===== src/rtl/bus_pkg.sv =====
// Shared definitions for the two-master bus arbiter: state encoding,
// select encoding and default hold limit.
package bus_pkg;

   typedef enum logic [1:0] {
      IDLE = 2'd0,
      GNT1 = 2'd1,
      GNT2 = 2'd2
   } state_t;

   localparam int MAX_HOLD_DEFAULT = 16;
   localparam int CNT_W_DEFAULT    = 8;

   localparam logic SEL_M1 = 1'b0;
   localparam logic SEL_M2 = 1'b1;

   function automatic state_t grant_state(input logic sel);
      if (sel == SEL_M2) begin
         return GNT2;
      end else begin
         return GNT1;
      end
   endfunction

endpackage


===== src/rtl/bus_arbiter_if.sv =====
// Request/grant bundle between the two masters and the arbiter.
interface bus_arbiter_if;

   logic req_m1;
   logic req_m2;
   logic gnt_m1;
   logic gnt_m2;
   logic master_select;
   logic bus_busy;
   logic timeout;

   modport master (
      output req_m1, req_m2,
      input  gnt_m1, gnt_m2, master_select, bus_busy, timeout
   );

   modport slave (
      input  req_m1, req_m2,
      output gnt_m1, gnt_m2, master_select, bus_busy, timeout
   );

endinterface


===== src/rtl/bus_arbiter_hold_timer.sv =====
// Tenure counter: cleared while the bus is idle, counts grant cycles,
// flags the last cycle a master may keep the bus.
module hold_timer #(
   parameter int MAX_HOLD = 16,
   parameter int CNT_W    = 8
) (
   input  logic clk,
   input  logic rst,
   input  logic clear,
   input  logic enable,
   output logic expired
);

   logic [CNT_W-1:0] hold_cnt_r;

   // hold counter register
   always_ff @(posedge clk) begin
      if (rst) begin
         hold_cnt_r <= {CNT_W{1'b0}};
      end else if (clear) begin
         hold_cnt_r <= {CNT_W{1'b0}};
      end else if (enable) begin
         hold_cnt_r <= hold_cnt_r + CNT_W'(1);
      end else begin
         hold_cnt_r <= hold_cnt_r;
      end
   end

   assign expired = (hold_cnt_r == CNT_W'(MAX_HOLD - 1));

endmodule


===== src/rtl/bus_arbiter.sv =====
// Two-master round-robin bus arbiter with bounded tenure; every release
// passes through one IDLE cycle before the next grant.
module bus_arbiter
   import bus_pkg::*;
#(
   parameter int MAX_HOLD = MAX_HOLD_DEFAULT,
   parameter int CNT_W    = CNT_W_DEFAULT
) (
   input  logic          clk,
   input  logic          rst,
   bus_arbiter_if.slave  bus
);

   state_t state_r;
   state_t state_next_s;
   logic   timeout_next_s;
   logic   expired_s;
   logic   clear_s;
   logic   enable_s;
   logic   gnt_m1_r;
   logic   gnt_m2_r;
   logic   bus_busy_r;
   logic   timeout_r;
   logic   master_select_r;
   logic   last_served_r;

   assign clear_s  = (state_r == IDLE);
   assign enable_s = (state_r != IDLE) && (state_next_s == state_r);

   hold_timer #(
      .MAX_HOLD (MAX_HOLD),
      .CNT_W    (CNT_W)
   ) u_hold_timer (
      .clk     (clk),
      .rst     (rst),
      .clear   (clear_s),
      .enable  (enable_s),
      .expired (expired_s)
   );

   // next-state and forced-release decision
   always_comb begin
      state_next_s   = state_r;
      timeout_next_s = 1'b0;
      case (state_r)
         IDLE: begin
            if (bus.req_m1 && bus.req_m2) begin
               state_next_s = grant_state((last_served_r == SEL_M1) ? SEL_M2 : SEL_M1);
            end else if (bus.req_m1) begin
               state_next_s = GNT1;
            end else if (bus.req_m2) begin
               state_next_s = GNT2;
            end else begin
               state_next_s = IDLE;
            end
         end
         GNT1: begin
            // a dropped request wins over expiry: that release is voluntary
            if (!bus.req_m1) begin
               state_next_s = IDLE;
            end else if (expired_s) begin
               state_next_s   = IDLE;
               timeout_next_s = 1'b1;
            end else begin
               state_next_s = GNT1;
            end
         end
         GNT2: begin
            if (!bus.req_m2) begin
               state_next_s = IDLE;
            end else if (expired_s) begin
               state_next_s   = IDLE;
               timeout_next_s = 1'b1;
            end else begin
               state_next_s = GNT2;
            end
         end
         default: begin
            state_next_s = IDLE;
         end
      endcase
   end

   // state and registered outputs
   always_ff @(posedge clk) begin
      if (rst) begin
         state_r         <= IDLE;
         gnt_m1_r        <= 1'b0;
         gnt_m2_r        <= 1'b0;
         bus_busy_r      <= 1'b0;
         timeout_r       <= 1'b0;
         master_select_r <= SEL_M1;
         last_served_r   <= SEL_M2;
      end else begin
         state_r    <= state_next_s;
         gnt_m1_r   <= (state_next_s == GNT1);
         gnt_m2_r   <= (state_next_s == GNT2);
         bus_busy_r <= (state_next_s != IDLE);
         timeout_r  <= timeout_next_s;
         if ((state_r == IDLE) && (state_next_s != IDLE)) begin
            master_select_r <= (state_next_s == GNT2) ? SEL_M2 : SEL_M1;
            last_served_r   <= (state_next_s == GNT2) ? SEL_M2 : SEL_M1;
         end else begin
            master_select_r <= master_select_r;
            last_served_r   <= last_served_r;
         end
      end
   end

   assign bus.gnt_m1        = gnt_m1_r;
   assign bus.gnt_m2        = gnt_m2_r;
   assign bus.bus_busy      = bus_busy_r;
   assign bus.timeout       = timeout_r;
   assign bus.master_select = master_select_r;

endmodule

===== src/flat_wrapper.sv =====
// flat-port wrapper written by rule: the top's interface ports become plain ports
module bus_arbiter_flat import bus_pkg::*;
#(
   parameter int MAX_HOLD = MAX_HOLD_DEFAULT,
   parameter int CNT_W    = CNT_W_DEFAULT
)
  (clk, rst, bus_req_m1, bus_req_m2, bus_gnt_m1, bus_gnt_m2, bus_master_select, bus_bus_busy, bus_timeout);
  bus_arbiter_if bus_i ();
  input  logic clk;
  input  logic rst;
  input wire logic [$bits(bus_i.req_m1)-1:0] bus_req_m1;
  input wire logic [$bits(bus_i.req_m2)-1:0] bus_req_m2;
  output wire logic [$bits(bus_i.gnt_m1)-1:0] bus_gnt_m1;
  output wire logic [$bits(bus_i.gnt_m2)-1:0] bus_gnt_m2;
  output wire logic [$bits(bus_i.master_select)-1:0] bus_master_select;
  output wire logic [$bits(bus_i.bus_busy)-1:0] bus_bus_busy;
  output wire logic [$bits(bus_i.timeout)-1:0] bus_timeout;
  assign bus_i.req_m1 = bus_req_m1;
  assign bus_i.req_m2 = bus_req_m2;
  assign bus_gnt_m1 = bus_i.gnt_m1;
  assign bus_gnt_m2 = bus_i.gnt_m2;
  assign bus_master_select = bus_i.master_select;
  assign bus_bus_busy = bus_i.bus_busy;
  assign bus_timeout = bus_i.timeout;
  bus_arbiter #(.MAX_HOLD(MAX_HOLD), .CNT_W(CNT_W)) u_core (.clk(clk), .rst(rst), .bus(bus_i));
endmodule

===== config.mk =====
export PLATFORM = sky130hd
export DESIGN_NAME = bus_arbiter_flat
export DESIGN_NICKNAME = d
export VERILOG_FILES = /design/src/rtl/bus_pkg.sv /design/src/rtl/bus_arbiter_if.sv /design/src/rtl/bus_arbiter_hold_timer.sv /design/src/rtl/bus_arbiter.sv /design/src/flat_wrapper.sv
export SDC_FILE = /design/constraint.sdc
export NUM_CORES = 1
export LEC_CHECK = 0
export BUFFER_PORTS_ARGS = -buffer_cell sky130_fd_sc_hd__buf_2
export CAP_MARGIN = 20
export CELL_PAD_IN_SITES_DETAIL_PLACEMENT = 1
export CELL_PAD_IN_SITES_GLOBAL_PLACEMENT = 2
export CORE_ASPECT_RATIO = 0.8
export CORE_MARGIN = 3
export CORE_UTILIZATION = 35
export DETAILED_ROUTE_END_ITERATION = 8
export PLACE_DENSITY_LB_ADDON = 0.15
export SYNTH_ARGS = -nofsm -noshare
export SYNTH_HDL_FRONTEND = slang
export SYNTH_SLANG_ARGS = --single-unit

===== constraint.sdc =====
create_clock -name clk -period 2.53 [get_ports clk]
set_input_delay 0.6325 -clock clk [delete_from_list [all_inputs] [get_ports clk]]
set_output_delay 0.6325 -clock clk [all_outputs]
set_load 0.05 [all_outputs]

Word level (Yosys, flattened, before mapping):

Index checks and enable logic that the tools add are counted.

* bits in registers: 16
* output and inout bits: 5

* $add $sub $neg: 1
* eq/ne operators: 6
* multiplexer cells: 14
* reduce and logical (&&, ||, !) cells: 7

Operators by type and width (number)
* $mux 2: 7
* $add 8x1->8 const B: 1
* $eq 8x4->1 const B: 1
* $pmux 2 s3: 1
* $mux 1: 5
* $eq 2x1->1 const B: 2
* $eq 2x2->1 const B: 2
* $reduce_bool 2->1: 2
* $logic_and 1x1->1: 3
* $eq 2x2->1: 1
* $logic_not 2->1: 1
* $pmux 1 s2: 1
* $reduce_or 2->1: 1

Longest topological paths before layout:

* word-level depth: 6
* depth in mapped cells: 9

Hierarchy:

A second synthesis with hierarchy kept.

* cell total of the unflattened synthesis: 86
* area total of the unflattened synthesis: 787.0 sq um

Modules (own cells, without submodules)
* bus_arbiter: times used 1, cells each 46, area an instance 429.2 sq um
* hold_timer: times used 1, cells each 40, area an instance 357.8 sq um

Least setup slack after synthesis:

No wires, ideal clock.

* path kind: input to register
* start: input bus_req_m1
* end: register u_core.u_hold_timer.hold_cnt_r[4]
* library setup time: 0.116 ns
* data arrival time: 1.896 ns
* data required time: 2.414 ns
* slack: 0.519 ns
* stages: 7
* cell sequence: nor2b_1 > a22o_1 > and3_4 > nor4_4 > buf_6 > a21oi_1 > a31o_1

* cells in the longest elaborated chain, start to end: 5
* elaborated cells between the ends (all ways): 7
* classes of those cells: 1 x eq/ne; 4 x mux; 2 x reduce/logical

RTL lines
* start: declaration: line flat_wrapper.sv:11 `input wire logic [$bits(bus_i.req_m1)-1:0] bus_req_m1;`
* $mux 2 or $logic_and 1x1->1 (tied branches): line bus_arbiter.sv:49, bus_arbiter.sv:47
* $mux 2: line bus_arbiter.sv:47 `if (bus.req_m1 && bus.req_m2) begin`
* $pmux 2 s3 (*): line bus_arbiter.sv:45 `case (state_r)`
* $eq 2x2->1 (*): line bus_arbiter.sv:28 `assign enable_s = (state_r != IDLE) && (state_next_s == state_r);`
* $logic_and 1x1->1 (*): line bus_arbiter.sv:28
* end signal: assignment: line bus_arbiter_hold_timer.sv:21 `hold_cnt_r <= {CNT_W{1'b0}};`
* end signal: assignment: line bus_arbiter_hold_timer.sv:23 `hold_cnt_r <= hold_cnt_r + CNT_W'(1);`
* end signal: assignment: line bus_arbiter_hold_timer.sv:25 `hold_cnt_r <= hold_cnt_r;`
* end: declaration: line bus_arbiter_hold_timer.sv:14 `logic [CNT_W-1:0] hold_cnt_r;`

Mark *: on every way between the ends. The rest lies on a longest branch, timed or not.
A chain may end at the register's enable or synchronous reset.

Final worst setup path:

* start: register u_core.state_r[0]
* end: register u_core.u_hold_timer.hold_cnt_r[5]

* cells in the longest elaborated chain, start to end: 4
* elaborated cells between the ends (all ways): 8
* classes of those cells: 3 x eq/ne; 1 x mux; 4 x reduce/logical

RTL lines
* start: declaration: line bus_arbiter.sv:14 `state_t state_r;`
* start signal: assignment: line bus_arbiter.sv:95 `state_r <= state_next_s;`
* $eq 2x2->1 (tied with other cells): line bus_arbiter.sv:45
* $pmux 2 s3: line bus_arbiter.sv:45
* $eq 2x2->1: line bus_arbiter.sv:28
* $logic_and 1x1->1: line bus_arbiter.sv:28

Parallel ways exist; a longest one is shown, timed or not.

==> qor.log <==
INFO  die            fp.dieArea=3190um2
INFO  grt            grt_first_pass_wirelength=3680um
INFO  finish         fill_cells=277
INFO  finish         antenna-diode-count=0
INFO  sta            postLayoutSetupSlackWorst=389ps
INFO  sta            post-route-min-period=2140ps
INFO  setup_path     critical_path_class=flop to flop
INFO  sta            transition_time_at_the_pin_with_the_least_slew_margin=519ps
INFO  hold_path      min_path_type=flop to flop
INFO  cts            clock_latency=300ps
INFO  logic_synthesis post-synth-top-count-cell=sky130_fd_sc_hd__dfxtp_1
INFO  sta            setup_viol=0
INFO  drt            wl_per_cell=14.4um
INFO  logic_synthesis syn_inst=98
INFO  sta            fmax=467MHz
INFO  setup_path     critical_path.endpoint_type=flop
INFO  logic_synthesis synth-seq-cells=16
INFO  logic_synthesis yosys_most_used_dff=sky130_fd_sc_hd__dfxtp_1
INFO  placement      port_buffers=8
INFO  cts            cts.repair.resized=0
INFO  drt            drt_iter0_markers=29
INFO  cts            cts-hold-fix-buffers=0
INFO  setup_path     timing.critical_path.buf_inv=2
INFO  grt            grtUsageMet2=21.1%
INFO  outcome        outcome=finished clean
INFO  logic_synthesis yosysSeqAreaShare=35.9%
INFO  die            site_row_count=15
INFO  drt            totalWireLength=2060um
INFO  die            floorplan.initialDensity=39.0%
INFO  die            die_x=62.4um
INFO  setup_path     cp_max_fo=14
INFO  logic_synthesis yosysWarnings=0
INFO  finish         layout-drive-gt1-share=17.4%
INFO  power          leakage=0.419nW
INFO  logic_synthesis synth_edf_count=0
INFO  placement      routabilityCongestion=0.831
INFO  cts            tritoncts=yes
INFO  drt            vias_per_cell=5.43
INFO  cts            clk_pin_slew=100ps
INFO  setup_path     crit_family=compound AO/OA/AOI/OAI gates
INFO  setup_path     cpPeakStageDelay=470ps
INFO  grt            globalRouteMet1Util=20.5%
INFO  cts            cts.root.buffer_cell=sky130_fd_sc_hd__clkbuf_4
INFO  sta            final-hold-violation-count=0
INFO  grt            global_route.usage.total=14.8%
INFO  placement      place_worst_setup_slack=286ps
INFO  grt            global_route.peak_usage_layer=met2
INFO  die            die_y=51.2um
INFO  cts            cts.path.max_buffers=2
INFO  logic_synthesis synth_area=892um2
INFO  logic_synthesis synth.top_cells.by_count=sky130_fd_sc_hd__dfxtp_1 (16), sky130_fd_sc_hd__nand2_1 (12), sky130_fd_sc_hd__nor3_1 (7)
INFO  finish         area_growth_syn_to_layout=12.9%
INFO  setup_path     cp.arrival=2340ps
INFO  cts            cts_buffers=3
INFO  placement      place.detailed.instances=139
INFO  logic_synthesis syn_avg_cell_area=9.10um2
INFO  finish         num-nets-final=119
INFO  sta            slew-limit-headroom=65.2%
INFO  sta            total_count_of_max_transition_violations_in_the_final_report=0
INFO  sta            fin_tns_setup=0ps
INFO  setup_path     crit_slowest_cell=sky130_fd_sc_hd__dfxtp_1
INFO  logic_synthesis async_reset_ff_share=0%
INFO  cts            cts-htree-levels=1
INFO  die            floorplan_core_area=2290um2
INFO  logic_synthesis yosysTopAreaCell=sky130_fd_sc_hd__dfxtp_1
INFO  grt            first_global_vias=761
INFO  power          power_density=593nW/um2
INFO  logic_synthesis synthesis.nets=107
INFO  setup_path     timing.critical_path.cells=inv_1 -> ha_1 -> a22o_1 -> and3_4 -> nor4_4 -> buf_4 -> a31oi_1 -> a41o_1
INFO  grt            groute.layer.met3.usage=4.18%
INFO  grt            antenna_found_initial=0
INFO  setup_path     cp.required=2730ps
INFO  run            cap_viol_max_count=0
INFO  drt            ant_nets=0
INFO  sta            grt_setup_unrepaired=false
INFO  finish         seq_area=320um2
INFO  drt            remaining_drc_errors=0
INFO  grt            grt_start_max_net_pins=15
INFO  drt            via_count=776
INFO  power          max-vdd-ir-drop=0.000247V
INFO  finish         multi_input_comb_area=542um2
INFO  finish         instances_no_fill=143
INFO  logic_synthesis synth_cell_types=41
INFO  grt            gr-total-overflow=0
INFO  cts            numClockSinks=16
INFO  logic_synthesis synth.top_cell.area_share=35.9%
INFO  sta            clock_skew=3.31ps
INFO  placement      dp.final_hpwl=1510um
INFO  sta            finalCritPeriodShare=84.6%
INFO  die            io-pin-count=9
INFO  logic_synthesis synth.top_cells.by_area=sky130_fd_sc_hd__dfxtp_1 (36%), sky130_fd_sc_hd__ha_1 (7.0%), sky130_fd_sc_hd__nand2_1 (5.0%)
INFO  cts            post_cts_buffers=0
INFO  drt            detail_route.first_pass.iterations=4
INFO  setup_path     startpoint_type=flop
-- layout make-up --
type                       count  area share [%]
inverter                       3            1.12
clock buffer                   4            3.60
sequential                    16            31.8
multi-input combinational     76            53.8
timing repair buffer          10            5.47
tap                           34            4.22
-- power by group --
part | switching (mW) | internal (mW)
registers | 0.00948 | 0.263
logic | 0.0928 | 0.0527
clock network | 0.0910 | 0.0879
total | 0.193 | 0.404
-- cells by family after synthesis --
| group | count (synthesis) | synth area share (%) |
|---|---|---|
| compound gates | 25 | 21.2 |
| xor+xnor | 1 | 0.982 |
| fa+ha+maj | 5 | 7.01 |
| buf+inv | 6 | 3.37 |
| flops | 16 | 35.9 |
| mux | 2 | 2.24 |
| simple gates | 43 | 29.3 |
-- worst register-to-register path: stages, from the launching register on --
cell                      delay [ps]
sky130_fd_sc_hd__dfxtp_1         470
sky130_fd_sc_hd__inv_1           120
sky130_fd_sc_hd__ha_1            270
sky130_fd_sc_hd__a22o_1          220
sky130_fd_sc_hd__and3_4          180
sky130_fd_sc_hd__nor4_4          250
sky130_fd_sc_hd__buf_4           230
sky130_fd_sc_hd__a31oi_1         100
sky130_fd_sc_hd__a41o_1          210
-- final timing paths --
| check | start | end | slack, ps | cells after the start |
|---|---|---|---|---|
| worst max-delay path | u_core.state_r[0] | u_core.u_hold_timer.hold_cnt_r[5] | 390 | 8 |
| worst min-delay path | u_core.u_hold_timer.hold_cnt_r[1] | u_core.u_hold_timer.hold_cnt_r[1] | 490 | 2 |
| worst max register to register | u_core.state_r[0] | u_core.u_hold_timer.hold_cnt_r[5] | 390 | 8 |
| worst min register to register | u_core.u_hold_timer.hold_cnt_r[1] | u_core.u_hold_timer.hold_cnt_r[1] | 490 | 2 |
-- layout by cell type, fill, tap and decap left out, drive strengths merged, types with 2 or more instances in the layout --
cell type / synthesis / routed
a211oi: 2 / 2
and3: 2 / 2
nor2b: 3 / 3
clkbuf: 2 / 4
a32o: 2 / 2
a21boi: 2 / 2
and2: 3 / 3
nor3: 8 / 8
o21ai: 2 / 2
dfxtp: 16 / 16
a21oi: 3 / 3
a31o: 3 / 3
ha: 5 / 5
inv: 3 / 3
nand3: 2 / 2
a31oi: 3 / 3
a22o: 2 / 2
buf: 1 / 10
nor2: 3 / 3
mux2i: 2 / 2
nand2: 12 / 12
nor4: 3 / 3
-- state kept, by name, indices dropped and copies added (netlist names) --
name / count
u_core.bus.bus_busy: 1
u_core.bus.master_select: 1
u_core.bus.timeout: 1
u_core.u_hold_timer.hold_cnt_r: 8
u_core.bus.gnt_m1: 1
u_core.last_served_r: 1
u_core.state_r: 2
u_core.bus.gnt_m2: 1
-- routing by layer --
layer | vias to the layer above | share of wire, %
li1 | 395 | -
met1 | 360 | 54
met2 | 16 | 39
met3 | 5 | 4.9
met4 | 0 | 1.9
met5 | - | 0
-- through the flow --
| stage | util [%] | instance area (um2) | hold WS [ps] | total power [mW] |
|---|---|---|---|---|
| 6_report | 44.0 | 1010 | 490 | 0.597 |
| 2_1_floorplan | - | 892 | 449 | 0.391 |
| 5_1_grt | 44.0 | 1010 | 555 | 0.635 |
| 4_1_cts | 44.0 | 1010 | 495 | 0.601 |
| 3_3_place_gp | 42.4 | 971 | 473 | 0.423 |
| 3_5_place_dp | 42.4 | 971 | 482 | 0.424 |
Power figures use the tool's default switching activity.
